<file path="config.mk">
export PLATFORM = sky130hd
export DESIGN_NAME = mips_multicycle_core_flat
export DESIGN_NICKNAME = d
export VERILOG_FILES = /design/src/rtl/mips_mc_pkg.sv /design/src/rtl/mips_mc_if.sv /design/src/rtl/mips_mc_regfile.sv /design/src/rtl/mips_multicycle_core.sv /design/src/flat_wrapper.sv
export SDC_FILE = /design/constraint.sdc
export NUM_CORES = 1
export LEC_CHECK = 0
export ABC_AREA = 1
export CAP_MARGIN = 0
export CORE_MARGIN = 5
export CORE_UTILIZATION = 64
export CTS_BUF_LIST = sky130_fd_sc_hd__clkbuf_4 sky130_fd_sc_hd__clkbuf_8
export DETAILED_ROUTE_END_ITERATION = 6
export PLACE_DENSITY = 0.83
export SKIP_LAST_GASP = 1
export SYNTH_ARGS = -nofsm -noshare
export SYNTH_HDL_FRONTEND = slang
export SYNTH_SLANG_ARGS = --single-unit
</file>
<file path="constraint.sdc">
create_clock -name clk -period 13.4 [get_ports clk]
set_input_delay 2.68 -clock clk [delete_from_list [all_inputs] [get_ports clk]]
set_output_delay 2.68 -clock clk [all_outputs]
set_load 0.03 [all_outputs]
</file>
<file path="src/rtl/mips_mc_pkg.sv">
// Shared opcode, FSM-state and ALU-operation definitions for the multi-cycle MIPS core.
package mips_mc_pkg;

    typedef enum logic [2:0] {
        StFetch  = 3'd0,
        StDecode = 3'd1,
        StExec   = 3'd2,
        StMem    = 3'd3,
        StWb     = 3'd4,
        StHalted = 3'd5
    } state_e;

    localparam logic [3:0] OpAdd  = 4'h0;
    localparam logic [3:0] OpSub  = 4'h1;
    localparam logic [3:0] OpAddi = 4'h2;
    localparam logic [3:0] OpLw   = 4'h3;
    localparam logic [3:0] OpSw   = 4'h4;
    localparam logic [3:0] OpJ    = 4'h5;
    localparam logic [3:0] OpXor  = 4'h6;
    localparam logic [3:0] OpOr   = 4'h7;
    localparam logic [3:0] OpAnd  = 4'h8;
    localparam logic [3:0] OpBeq  = 4'h9;
    localparam logic [3:0] OpSlt  = 4'hA;
    localparam logic [3:0] OpHalt = 4'hF;

    typedef enum logic [2:0] {
        AluAdd = 3'd0,
        AluSub = 3'd1,
        AluXor = 3'd2,
        AluOr  = 3'd3,
        AluAnd = 3'd4,
        AluSlt = 3'd5
    } alu_op_e;

    // Address arithmetic (ADDI/LW/SW) and everything unlisted fall back to add.
    function automatic alu_op_e alu_op_of(logic [3:0] op);
        case (op)
            OpSub:   return AluSub;
            OpXor:   return AluXor;
            OpOr:    return AluOr;
            OpAnd:   return AluAnd;
            OpSlt:   return AluSlt;
            default: return AluAdd;
        endcase
    endfunction

    function automatic logic is_rtype(logic [3:0] op);
        return (op == OpAdd) || (op == OpSub) || (op == OpXor) ||
               (op == OpOr)  || (op == OpAnd) || (op == OpSlt);
    endfunction

    function automatic int unsigned reg_idx(logic [3:0] field, int unsigned reg_n);
        return 32'(field) % reg_n;
    endfunction

endpackage

</file>
<file path="src/rtl/mips_mc_if.sv">
// Shared instruction/data memory port with a req/ack handshake.
interface mips_mc_if #(
    parameter int unsigned DATA_W = 16,
    parameter int unsigned ADDR_W = 12
) ();
    logic              mem_req;
    logic              mem_we;
    logic [ADDR_W-1:0] mem_addr;
    logic [DATA_W-1:0] mem_wdata;
    logic [DATA_W-1:0] mem_rdata;
    logic              mem_ack;

    modport master (
        output mem_req, mem_we, mem_addr, mem_wdata,
        input  mem_rdata, mem_ack
    );

    modport slave (
        input  mem_req, mem_we, mem_addr, mem_wdata,
        output mem_rdata, mem_ack
    );
endinterface

</file>
<file path="src/rtl/mips_mc_regfile.sv">
// REG_N x DATA_W register file: two async read ports, one sync write port, r0 reads as zero.
module mips_mc_regfile
    import mips_mc_pkg::*;
#(
    parameter int unsigned DATA_W = 16,
    parameter int unsigned REG_N  = 16
) (
    input  logic              clk,
    input  logic              rst,
    input  logic [3:0]        raddr1_i,
    input  logic [3:0]        raddr2_i,
    input  logic              we_i,
    input  logic [3:0]        waddr_i,
    input  logic [DATA_W-1:0] wdata_i,
    output logic [DATA_W-1:0] rdata1_o,
    output logic [DATA_W-1:0] rdata2_o
);
    localparam int unsigned IdxW = (REG_N > 1) ? $clog2(REG_N) : 1;

    logic [DATA_W-1:0] regs_q [REG_N];
    logic [DATA_W-1:0] regs_d [REG_N];

    always_comb begin
        regs_d = regs_q;
        if (we_i && (waddr_i != 4'd0)) begin
            regs_d[IdxW'(waddr_i)] = wdata_i;
        end
        regs_d[0] = '0;
    end

    always_ff @(posedge clk or posedge rst) begin
        if (rst) begin
            regs_q <= '{default: '0};
        end else begin
            regs_q <= regs_d;
        end
    end

    assign rdata1_o = (raddr1_i == 4'd0) ? '0 : regs_q[IdxW'(raddr1_i)];
    assign rdata2_o = (raddr2_i == 4'd0) ? '0 : regs_q[IdxW'(raddr2_i)];

endmodule

</file>
<file path="src/rtl/mips_multicycle_core.sv">
// Multi-cycle 16-bit-ISA MIPS core (FETCH/DECODE/EXEC/MEM/WB) on one shared memory port.
// Define MIPS_MC_ILLEGAL_TRAP_EN to trap undefined opcodes into HALTED instead of running a NOP.
module mips_multicycle_core
    import mips_mc_pkg::*;
#(
    parameter int unsigned DATA_W = 16,
    parameter int unsigned ADDR_W = 12,
    parameter int unsigned REG_N  = 16
) (
    input  logic              clk,
    input  logic              rst,
    mips_mc_if.master         bus,
    output logic [ADDR_W-1:0] pc,
    output logic [2:0]        state,
    output logic              retire,
    output logic              halted,
    output logic              illegal
);
    state_e            state_q, state_d;
    logic [ADDR_W-1:0] pc_q, pc_d;
    logic [15:0]       ir_q, ir_d;
    logic [DATA_W-1:0] a_q, a_d, b_q, b_d, alu_q, alu_d, mdr_q, mdr_d;

    logic [3:0]        op, f_a, f_b, f_c, rs_idx, rt_idx, rd_idx;
    logic [DATA_W-1:0] imm_sx, alu_b, alu_y, rf_rdata1, rf_rdata2, rf_wdata;
    logic              rf_we, is_store;

    assign op       = ir_q[15:12];
    assign f_a      = ir_q[11:8];
    assign f_b      = ir_q[7:4];
    assign f_c      = ir_q[3:0];
    assign is_store = (op == OpSw);
    assign rs_idx   = 4'(reg_idx(f_b, REG_N));
    assign rt_idx   = 4'(reg_idx((is_store || op == OpBeq) ? f_a : f_c, REG_N));
    assign rd_idx   = 4'(reg_idx(f_a, REG_N));
    assign imm_sx   = DATA_W'($signed(f_c));
    assign rf_wdata = (op == OpLw) ? mdr_q : alu_q;

    mips_mc_regfile #(
        .DATA_W (DATA_W),
        .REG_N  (REG_N)
    ) u_regfile (
        .clk      (clk),
        .rst      (rst),
        .raddr1_i (rs_idx),
        .raddr2_i (rt_idx),
        .we_i     (rf_we),
        .waddr_i  (rd_idx),
        .wdata_i  (rf_wdata),
        .rdata1_o (rf_rdata1),
        .rdata2_o (rf_rdata2)
    );

    always_comb begin
        alu_b = (op == OpAddi || op == OpLw || is_store) ? imm_sx : b_q;
        case (alu_op_of(op))
            AluSub:  alu_y = a_q - alu_b;
            AluXor:  alu_y = a_q ^ alu_b;
            AluOr:   alu_y = a_q | alu_b;
            AluAnd:  alu_y = a_q & alu_b;
            AluSlt:  alu_y = DATA_W'($signed(a_q) < $signed(alu_b));
            default: alu_y = a_q + alu_b;
        endcase
    end

    // Bus outputs depend only on registered state so the ack path never loops back into them.
    always_comb begin
        bus.mem_req   = 1'b0;
        bus.mem_we    = 1'b0;
        bus.mem_addr  = '0;
        bus.mem_wdata = '0;
        if (state_q == StFetch) begin
            bus.mem_req  = 1'b1;
            bus.mem_addr = pc_q;
        end else if (state_q == StMem) begin
            bus.mem_req   = 1'b1;
            bus.mem_we    = is_store;
            bus.mem_addr  = alu_q[ADDR_W-1:0];
            bus.mem_wdata = is_store ? b_q : '0;
        end
        if (rst) begin
            bus.mem_req = 1'b0;
        end
    end

`ifdef MIPS_MC_ILLEGAL_TRAP_EN
    logic illegal_q, illegal_d;
    assign illegal = illegal_q;
`else
    assign illegal = 1'b0;
`endif

    always_comb begin
        state_d = state_q;
        pc_d    = pc_q;
        ir_d    = ir_q;
        a_d     = a_q;
        b_d     = b_q;
        alu_d   = alu_q;
        mdr_d   = mdr_q;
        rf_we   = 1'b0;
        retire  = 1'b0;
`ifdef MIPS_MC_ILLEGAL_TRAP_EN
        illegal_d = illegal_q;
`endif
        case (state_q)
            StFetch: begin
                if (bus.mem_ack) begin
                    ir_d    = bus.mem_rdata[15:0];
                    pc_d    = pc_q + ADDR_W'(1);
                    state_d = StDecode;
                end
            end
            StDecode: begin
                a_d     = rf_rdata1;
                b_d     = rf_rdata2;
                state_d = StExec;
            end
            StExec: begin
                alu_d = alu_y;
                if (is_rtype(op) || op == OpAddi) begin
                    state_d = StWb;
                end else if (op == OpLw || is_store) begin
                    state_d = StMem;
                end else if (op == OpJ) begin
                    pc_d    = ADDR_W'(ir_q[11:0]);
                    retire  = 1'b1;
                    state_d = StFetch;
                end else if (op == OpBeq) begin
                    // pc already points past the branch, so the offset is relative to pc + 1.
                    if (a_q == b_q) begin
                        pc_d = pc_q + ADDR_W'($signed(f_c));
                    end
                    retire  = 1'b1;
                    state_d = StFetch;
                end else if (op == OpHalt) begin
                    state_d = StHalted;
                end else begin
`ifdef MIPS_MC_ILLEGAL_TRAP_EN
                    illegal_d = 1'b1;
                    state_d   = StHalted;
`else
                    retire  = 1'b1;
                    state_d = StFetch;
`endif
                end
            end
            StMem: begin
                if (bus.mem_ack) begin
                    if (is_store) begin
                        retire  = 1'b1;
                        state_d = StFetch;
                    end else begin
                        mdr_d   = bus.mem_rdata;
                        state_d = StWb;
                    end
                end
            end
            StWb: begin
                rf_we   = 1'b1;
                retire  = 1'b1;
                state_d = StFetch;
            end
            StHalted: state_d = StHalted;
            default:  state_d = StFetch;
        endcase
    end

    always_ff @(posedge clk or posedge rst) begin
        if (rst) begin
            state_q <= StFetch;
            pc_q    <= '0;
            ir_q    <= '0;
            a_q     <= '0;
            b_q     <= '0;
            alu_q   <= '0;
            mdr_q   <= '0;
`ifdef MIPS_MC_ILLEGAL_TRAP_EN
            illegal_q <= 1'b0;
`endif
        end else begin
            state_q <= state_d;
            pc_q    <= pc_d;
            ir_q    <= ir_d;
            a_q     <= a_d;
            b_q     <= b_d;
            alu_q   <= alu_d;
            mdr_q   <= mdr_d;
`ifdef MIPS_MC_ILLEGAL_TRAP_EN
            illegal_q <= illegal_d;
`endif
        end
    end

    assign pc     = pc_q;
    assign state  = state_q;
    assign halted = (state_q == StHalted);

endmodule

</file>
<file path="src/flat_wrapper.sv">
// flat-port wrapper written by rule: the top's interface ports become plain ports
module mips_multicycle_core_flat import mips_mc_pkg::*;
#(
    parameter int unsigned DATA_W = 16,
    parameter int unsigned ADDR_W = 12,
    parameter int unsigned REG_N  = 16
)
  (clk, rst, pc, state, retire, halted, illegal, bus_mem_req, bus_mem_we, bus_mem_addr, bus_mem_wdata, bus_mem_rdata, bus_mem_ack);
  mips_mc_if #(.DATA_W(DATA_W), .ADDR_W(ADDR_W)) bus_i ();
  input  logic clk;
  input  logic rst;
  output logic [ADDR_W-1:0] pc;
  output logic [2:0] state;
  output logic retire;
  output logic halted;
  output logic illegal;
  output wire logic [$bits(bus_i.mem_req)-1:0] bus_mem_req;
  output wire logic [$bits(bus_i.mem_we)-1:0] bus_mem_we;
  output wire logic [$bits(bus_i.mem_addr)-1:0] bus_mem_addr;
  output wire logic [$bits(bus_i.mem_wdata)-1:0] bus_mem_wdata;
  input wire logic [$bits(bus_i.mem_rdata)-1:0] bus_mem_rdata;
  input wire logic [$bits(bus_i.mem_ack)-1:0] bus_mem_ack;
  assign bus_mem_req = bus_i.mem_req;
  assign bus_mem_we = bus_i.mem_we;
  assign bus_mem_addr = bus_i.mem_addr;
  assign bus_mem_wdata = bus_i.mem_wdata;
  assign bus_i.mem_rdata = bus_mem_rdata;
  assign bus_i.mem_ack = bus_mem_ack;
  mips_multicycle_core #(.DATA_W(DATA_W), .ADDR_W(ADDR_W), .REG_N(REG_N)) u_core (.clk(clk), .rst(rst), .bus(bus_i), .pc(pc), .state(state), .retire(retire), .halted(halted), .illegal(illegal));
endmodule
</file>
==> impl_metrics.py, run 1 <==
metrics = {
    "outcome": {
        "status": "finished with violations",
        "violations": "DRC",
    },
    "flow_run": {
        "drv_cap": 0,
    },
    "cts": {
        "clk_pin_slew_worst_paths_ns": 0.06,
        "post_cts_buffers": 0,
        "cts_tree": "built",
        "h-tree-depth": 2,
        "cts-buffers-inserted": 56,
        "cts-root-buf": "clkbuf_8",
        "clkLatencyLatePin_ns": 0.66,
        "cts_buffer_depth": 3,
        "cts_hold_buffers": 0,
        "post_cts_resized": 0,
        "cts_sinks": 335,
    },
    "grt": {
        "antenna_found_initial": 1,
        "grt_pass1_wl_um": 113100,
        "gr-usage-all-layers": 0.3930,
        "grt_max_degree": 100,
        "grt_overflow": 0,
        "grt_pass1_vias": 20800,
    },
    "sta": {
        "setup_violations": 0,
        "slew_violations": 0,
        "rsz0062_at_grt": "no",
        "tightest_slew_ns": 1.246,
        "hold_viol_final": 0,
        "timing.fmax_ghz": 0.1447,
        "timing.final.ws_setup_ns": 6.491,
        "post-route-period-util": 0.5156,
        "slew_headroom": 0.1696,
        "fin_crit_ns": 6.909,
        "fin_skew_ns": 0.03227,
        "fin_setup_tns_ns": 0,
    },
    "floorplan": {
        "die_area_um2": 36490,
        "core_um2": 32450,
        "ios": 67,
        "die_x_um": 191.0,
        "die_h_um": 191.0,
        "rows": 66,
        "initial_utilization": 0.6463,
    },
    "critical_path": {
        "r2r_setup_slack_ns": 9.25,
        "rr_endpoint": "u_core.a_q[5]$_DFFE_PP0P_",
        "cpMostUsedCell": "clkdlybuf4s50_1",
        "reg2regPathDepth": 7,
        "crit_arrival_ns": 4.23,
        "critPathKind": "in2out",
        "path_max_fanout": 5,
        "critPathSlowestCell": "clkdlybuf4s50_1",
        "start_kind": "input port",
        "crit_chain": "clkdlybuf4s50_1 -> inv_1 -> o221ai_1 -> clkdlybuf4s50_1",
        "cp_slowest_stage_delay_ns": 0.70,
        "worstReg2RegStart": "u_core.ir_q[4]$_DFFE_PP0P_",
        "required_ns": 10.72,
        "worstSetupEndpointType": "output port",
    },
    "min_path": {
        "hold_depth": 2,
        "hp-start": "u_core.u_regfile.regs_q[94]$_DFFE_PP0P_",
        "hold_path.class": "reg2reg",
        "worstHoldEndpoint": "u_core.u_regfile.regs_q[94]$_DFFE_PP0P_",
    },
    "route": {
        "met2_length_um": 31620,
        "dr_wl_met3_um": 9066,
        "wirelength_um": 72000,
        "vias": 21930,
        "ant_nets": 0,
        "wl_per_cell_um": 20.90,
        "drtIter0Drc": 3280,
        "routed.top_layer": "met5",
        "avgViaCountPerCell": 6.365,
        "first_pass_iters": 7,
        "route.detailed.drc": 8,
        "met1Wirelength_um": 27030,
    },
    "finish": {
        "drive_gt1_frac": 0.06229,
        "num-fill-cells": 2643,
        "fin_nets": 3041,
        "area_growth_pct": 9.777,
    },
    "logic_synthesis": {
        "syn_nets": 3069,
        "syn_avg_cell_area_um2": 7.022,
        "synth_top_area_frac": 0.3997,
        "ys_top_cells_by_count": "nand2_1 (710), dfrtp_1 (335), nand3_1 (330), nor2_1 (291), a21oi_1 (284)",
        "syn_inst": 2987,
        "synth_edf_count": 0,
        "yosysMostFrequentCell": "nand2_1",
        "synth_area_um2": 20980,
        "ys_warn_count": 0,
        "synth_top_flop_cell": "dfrtp_1",
        "synth_top_area_cell": "dfrtp_1",
        "async_flop_share": 1.000,
        "ys_ff_latch": 335,
        "ys_seq_area_frac": 0.3997,
        "ys_top_cells_by_area": "dfrtp_1 (40%), nand2_1 (13%), nand3_1 (7.9%)",
        "synth.distinct_cells": 48,
    },
    "placed_design": {
        "gp_congestion": 0.9733,
        "portBuffers": 65,
        "dp_slack_ns": 6.519,
        "post-dp-hpwl_um": 45530,
    },
    "power": {
        "p_per_area_nw_per_um2": 294.1,
        "p_leak_nw": 10.80,
        "irDropWorstVdd_mv": 0.1683,
    },
}
-- where the power goes --
part	total, mW	switching [mW]	internal, mW	leakage [nW]
logic	4.04	2.85	1.19	5.70
clock network	1.06	0.438	0.619	0.692
registers	1.67	0.305	1.37	4.41
-- sequential cells by signal, summed over array words and instances, names as in the netlist --
| register | flops |
|---|---|
| u_core.b_q | 16 |
| u_core.pc | 12 |
| u_core.ir_q | 16 |
| u_core.mdr_q | 16 |
| u_core.u_regfile.regs_q | 240 |
| u_core.a_q | 16 |
| u_core.state | 3 |
| u_core.alu_q | 16 |
-- routing by layer --
layer | vias up | track usage
met3 | 382 | 0.09222
li1 | 9819 | -
met2 | 1569 | 0.6084
met5 | - | 0
met1 | 10150 | 0.5221
met4 | 2 | 0.1956
-- cell families (layout without fill, tap and decap cells) --
kind of cell             after synthesis  count (layout)  share of synthesized area
AO/OA/AOI/OAI                        710             710                     0.1865
AND/OR/NAND/NOR                     1393            1393                     0.2787
adder cells (fa/ha/maj)               63              63                    0.03865
XOR/XNOR                              16              16                   0.006681
flip-flops                           335             335                     0.3997
other                                  1               2                  0.0001788
buffers and inverters                469             484                    0.08960
-- critical path, delay by kind of cell --
family          cells  cell delay [ns]
buf+inv             3             1.33
compound gates      1             0.21
-- cell usage in the layout (no fill, tap or decap), types with 26 or more instances in the layout --
| master | synthesis | layout |
|---|---|---|
| nand2_1 | 710 | 709 |
| dfrtp_1 | 335 | 334 |
| nand3_1 | 330 | 330 |
| a21oi_1 | 284 | 284 |
| nor2_1 | 291 | 275 |
| o21ai_0 | 274 | 273 |
| inv_1 | 269 | 266 |
| clkbuf_8 | 0 | 72 |
| clkdlybuf4s50_1 | 0 | 65 |
| ha_1 | 60 | 60 |
| o22ai_1 | 41 | 41 |
| buf_4 | 17 | 40 |
| o21a_1 | 31 | 31 |
| o211ai_1 | 26 | 26 |
-- area by class of cell --
class                   instances  area [µm²]  share of cell area
clock inverters                15       217.7            0.009455
diodes                          1       2.502           0.0001087
flip-flops and latches        335        8384              0.3641
inverters                     278        1051             0.04564
repair buffers                105       950.9             0.04130
clock buffers                  86        1096             0.04760
multi-input cells            2183       10770              0.4677
well taps                     442       553.0             0.02402
-- per-stage QoR --
step	power, mW	cell area (µm²)	hold WS, ns	utilization	std cells
floorplan	4.411	20980	0.4530	-	2987
global placement	5.441	21710	0.4670	0.6689	3343
detailed placement	5.542	21710	0.4759	0.6689	3343
CTS	6.611	23020	0.4924	0.7094	3444
global route	7.209	23020	0.5304	0.7094	3444
finish	6.771	23030	0.4932	0.7095	3445
-- worst max path at each step --
stage / start / endpoint / slack, ns / cells past startpoint
2_1_floorplan: rst / u_core.a_q[0]$_DFFE_PP0P_ / 1.44 / 1
3_3_place_gp: bus_mem_ack / retire / 6.51 / 4
3_5_place_dp: bus_mem_ack / retire / 6.52 / 4
4_1_cts: bus_mem_ack / retire / 6.50 / 4
5_1_grt: bus_mem_ack / retire / 6.41 / 4
6_report: bus_mem_ack / retire / 6.49 / 4
No activity file was read; power rests on OpenSTA's default activity.
==> run 2, diff against run 1 <==
==> constraint.sdc (replaced) <==
create_clock -name clk -period 7.2 [get_ports clk]
set_input_delay 1.44 -clock clk [delete_from_list [all_inputs] [get_ports clk]]
set_output_delay 1.44 -clock clk [all_outputs]
set_load 0.03 [all_outputs]
==> impl_metrics.py, run 2 (synthesis results as in run 1) <==
metrics = {
    "power": {
        "p_per_area_nw_per_um2": 543.2,
        "p_seq_frac": 0.251,
        "p_leak_nw": 10.81,
        "sw_frac_of_total": 0.5348,
        "power_switching_mw": 6.691,
        "p_int_mw": 5.820,
        "irDropWorstVdd_mv": 0.3186,
        "power_frac_comb": 0.597,
        "finalPower_mw": 12.51,
        "clockPowerShare": 0.151,
    },
    "floorplan": {
        "core_um2": 32450,
        "die_x_um": 191.0,
        "initial_utilization": 0.6463,
        "die_area_um2": 36490,
        "rows": 66,
        "ios": 67,
        "die_h_um": 191.0,
    },
    "critical_path": {
        "r2r_setup_slack_ns": 3.40,
        "start_kind": "register",
        "cpMostUsedCell": "inv_1",
        "reg2regPathDepth": 13,
        "worstReg2RegStart": "u_core.ir_q[5]$_DFFE_PP0P_",
        "startpoint": "u_core.state[0]$_DFFE_PP0P_",
        "rr_endpoint": "u_core.a_q[3]$_DFFE_PP0P_",
        "path_max_fanout": 16,
        "worstSetupEndpointType": "output port",
        "required_ns": 5.76,
        "crit_chain": "inv_1 -> nor3_1 -> inv_1 -> nor2_1 -> inv_1 -> o221ai_1 -> clkdlybuf4s50_1",
        "crit_end": "retire",
        "crit_arrival_ns": 3.42,
        "cp_slowest_stage_delay_ns": 0.70,
        "critPathKind": "reg2out",
        "critPathSlowestCell": "clkdlybuf4s50_1",
    },
    "cts": {
        "cts-root-buf": "clkbuf_8",
        "cts_sinks": 335,
        "cts_hold_buffers": 0,
        "post_cts_resized": 0,
        "clkLatencyLatePin_ns": 0.69,
        "cts_buffer_depth": 3,
        "post_cts_buffers": 0,
        "cts_tree": "built",
        "h-tree-depth": 2,
        "cts-buffers-inserted": 57,
        "clk_pin_slew_worst_paths_ns": 0.06,
    },
    "placed_design": {
        "gp_congestion": 1.016,
        "portBuffers": 65,
        "post-dp-hpwl_um": 45230,
        "dpl.cell_count": 3343,
        "dp_slack_ns": 2.812,
    },
    "sta": {
        "fin_skew_ns": 0.03994,
        "setup_violations": 0,
        "timing.final.ws_setup_ns": 2.339,
        "slew_violations": 0,
        "post-route-period-util": 0.6752,
        "fin_setup_tns_ns": 0,
        "rsz0062_at_grt": "no",
        "slew_headroom": 0.1742,
        "hold_viol_final": 0,
        "timing.fmax_ghz": 0.2057,
        "fin_crit_ns": 4.861,
        "tightest_slew_ns": 1.239,
    },
    "min_path": {
        "hp-start": "u_core.u_regfile.regs_q[46]$_DFFE_PP0P_",
        "hold_depth": 2,
        "hold_path.class": "reg2reg",
    },
    "finish": {
        "fin_nets": 3042,
        "area_growth_pct": 9.801,
        "drive_gt1_frac": 0.06418,
        "largest_reg_flops": 240,
        "final_cell_mix": "nand2_1 (709), dfrtp_1 (334), nand3_1 (329)",
        "n_antenna_cell": 0,
        "instances_no_fill": 3449,
        "finish.utilization": 0.7097,
        "layout_commonest_cell": "nand2_1",
        "regMostFlops": "u_core.u_regfile.regs_q",
    },
    "outcome": {
        "violations": "DRC",
        "status": "finished with violations",
    },
    "route": {
        "wirelength_um": 72080,
        "ant_nets": 0,
        "wl_per_cell_um": 20.90,
        "vias": 21910,
        "route.detailed.drc": 8,
        "avgViaCountPerCell": 6.351,
        "first_pass_iters": 7,
        "drtIter0Drc": 3347,
    },
    "grt": {
        "gr-usage-all-layers": 0.3934,
        "grt_pass1_wl_um": 112800,
        "grt_pass1_vias": 21030,
        "grt_overflow": 0,
        "grt_max_degree": 156,
        "antenna_found_initial": 2,
    },
    "flow_run": {
        "drv_cap": 0,
    },
}
[run 2: cell count changes in the layout (fill, tap and decap cells not counted), moves of 2 or more]
cell / previous run / this run
buf_12: 0 / 2
buf_4: 40 / 38
bufinv_16: 5 / 0
clkbuf_4: 14 / 18
clkbuf_8: 72 / 77
clkinv_2: 7 / 5
clkinv_4: 0 / 2
[run 2: area by class of cell]
cell class / instances / area, µm²
Sequential cell: 335 / 8384
Timing Repair Buffer: 105 / 975.9
Fill cell: 2656 / 9423
Multi-Input combinational cell: 2183 / 10780
Tap cell: 442 / 553.0
Clock inverter: 11 / 92.59
Inverter: 278 / 1047
Clock buffer: 95 / 1195
[run 2: stage by stage]
stage	cell area [µm²]	hold WS, ns
3_3_place_gp	21740	0.4696
6_report	23030	0.4924
2_1_floorplan	20980	0.4530
4_1_cts	23030	0.4905
5_1_grt	23030	0.5195
3_5_place_dp	21740	0.4750
[run 2: worst min-delay path by stage]
stage / slack, ns / to
final: 0.49 / u_core.u_regfile.regs_q[46]$_DFFE_PP0P_
after global routing: 0.52 / u_core.mdr_q[14]$_DFFE_PP0P_
after CTS: 0.49 / u_core.u_regfile.regs_q[94]$_DFFE_PP0P_
after detailed placement: 0.48 / u_core.u_regfile.regs_q[94]$_DFFE_PP0P_
after global placement: 0.47 / u_core.mdr_q[13]$_DFFE_PP0P_
after floorplan: 0.45 / u_core.alu_q[1]$_DFFE_PP0P_
[run 2: power groups by stage]
stage,clock network (mW),registers (mW),logic [mW]
6_report,1.89,3.15,7.47
5_1_grt,2.00,3.21,8.12
4_1_cts,1.90,3.11,7.19
3_5_place_dp,0,3.14,7.15
3_3_place_gp,0,3.11,6.98
2_1_floorplan,0,3.02,5.19
[run 2: per-layer routing]
metal,up-vias,wire length [µm],GRT usage
li1,9819,-,-
met1,10040,26720,0.5117
met2,1630,31210,0.6009
met3,411,9293,0.09953
met4,4,4829,0.2265
met5,-,27,0
[run 2: worst max-delay path: cells and delay by family, from the launching register on]
family,cells,cell delay (ns)
AOI/OAI and AO/OA,1,0.28
DFF,1,0.41
buffers and inverters,4,1.42
and+or+nand+nor,2,0.62
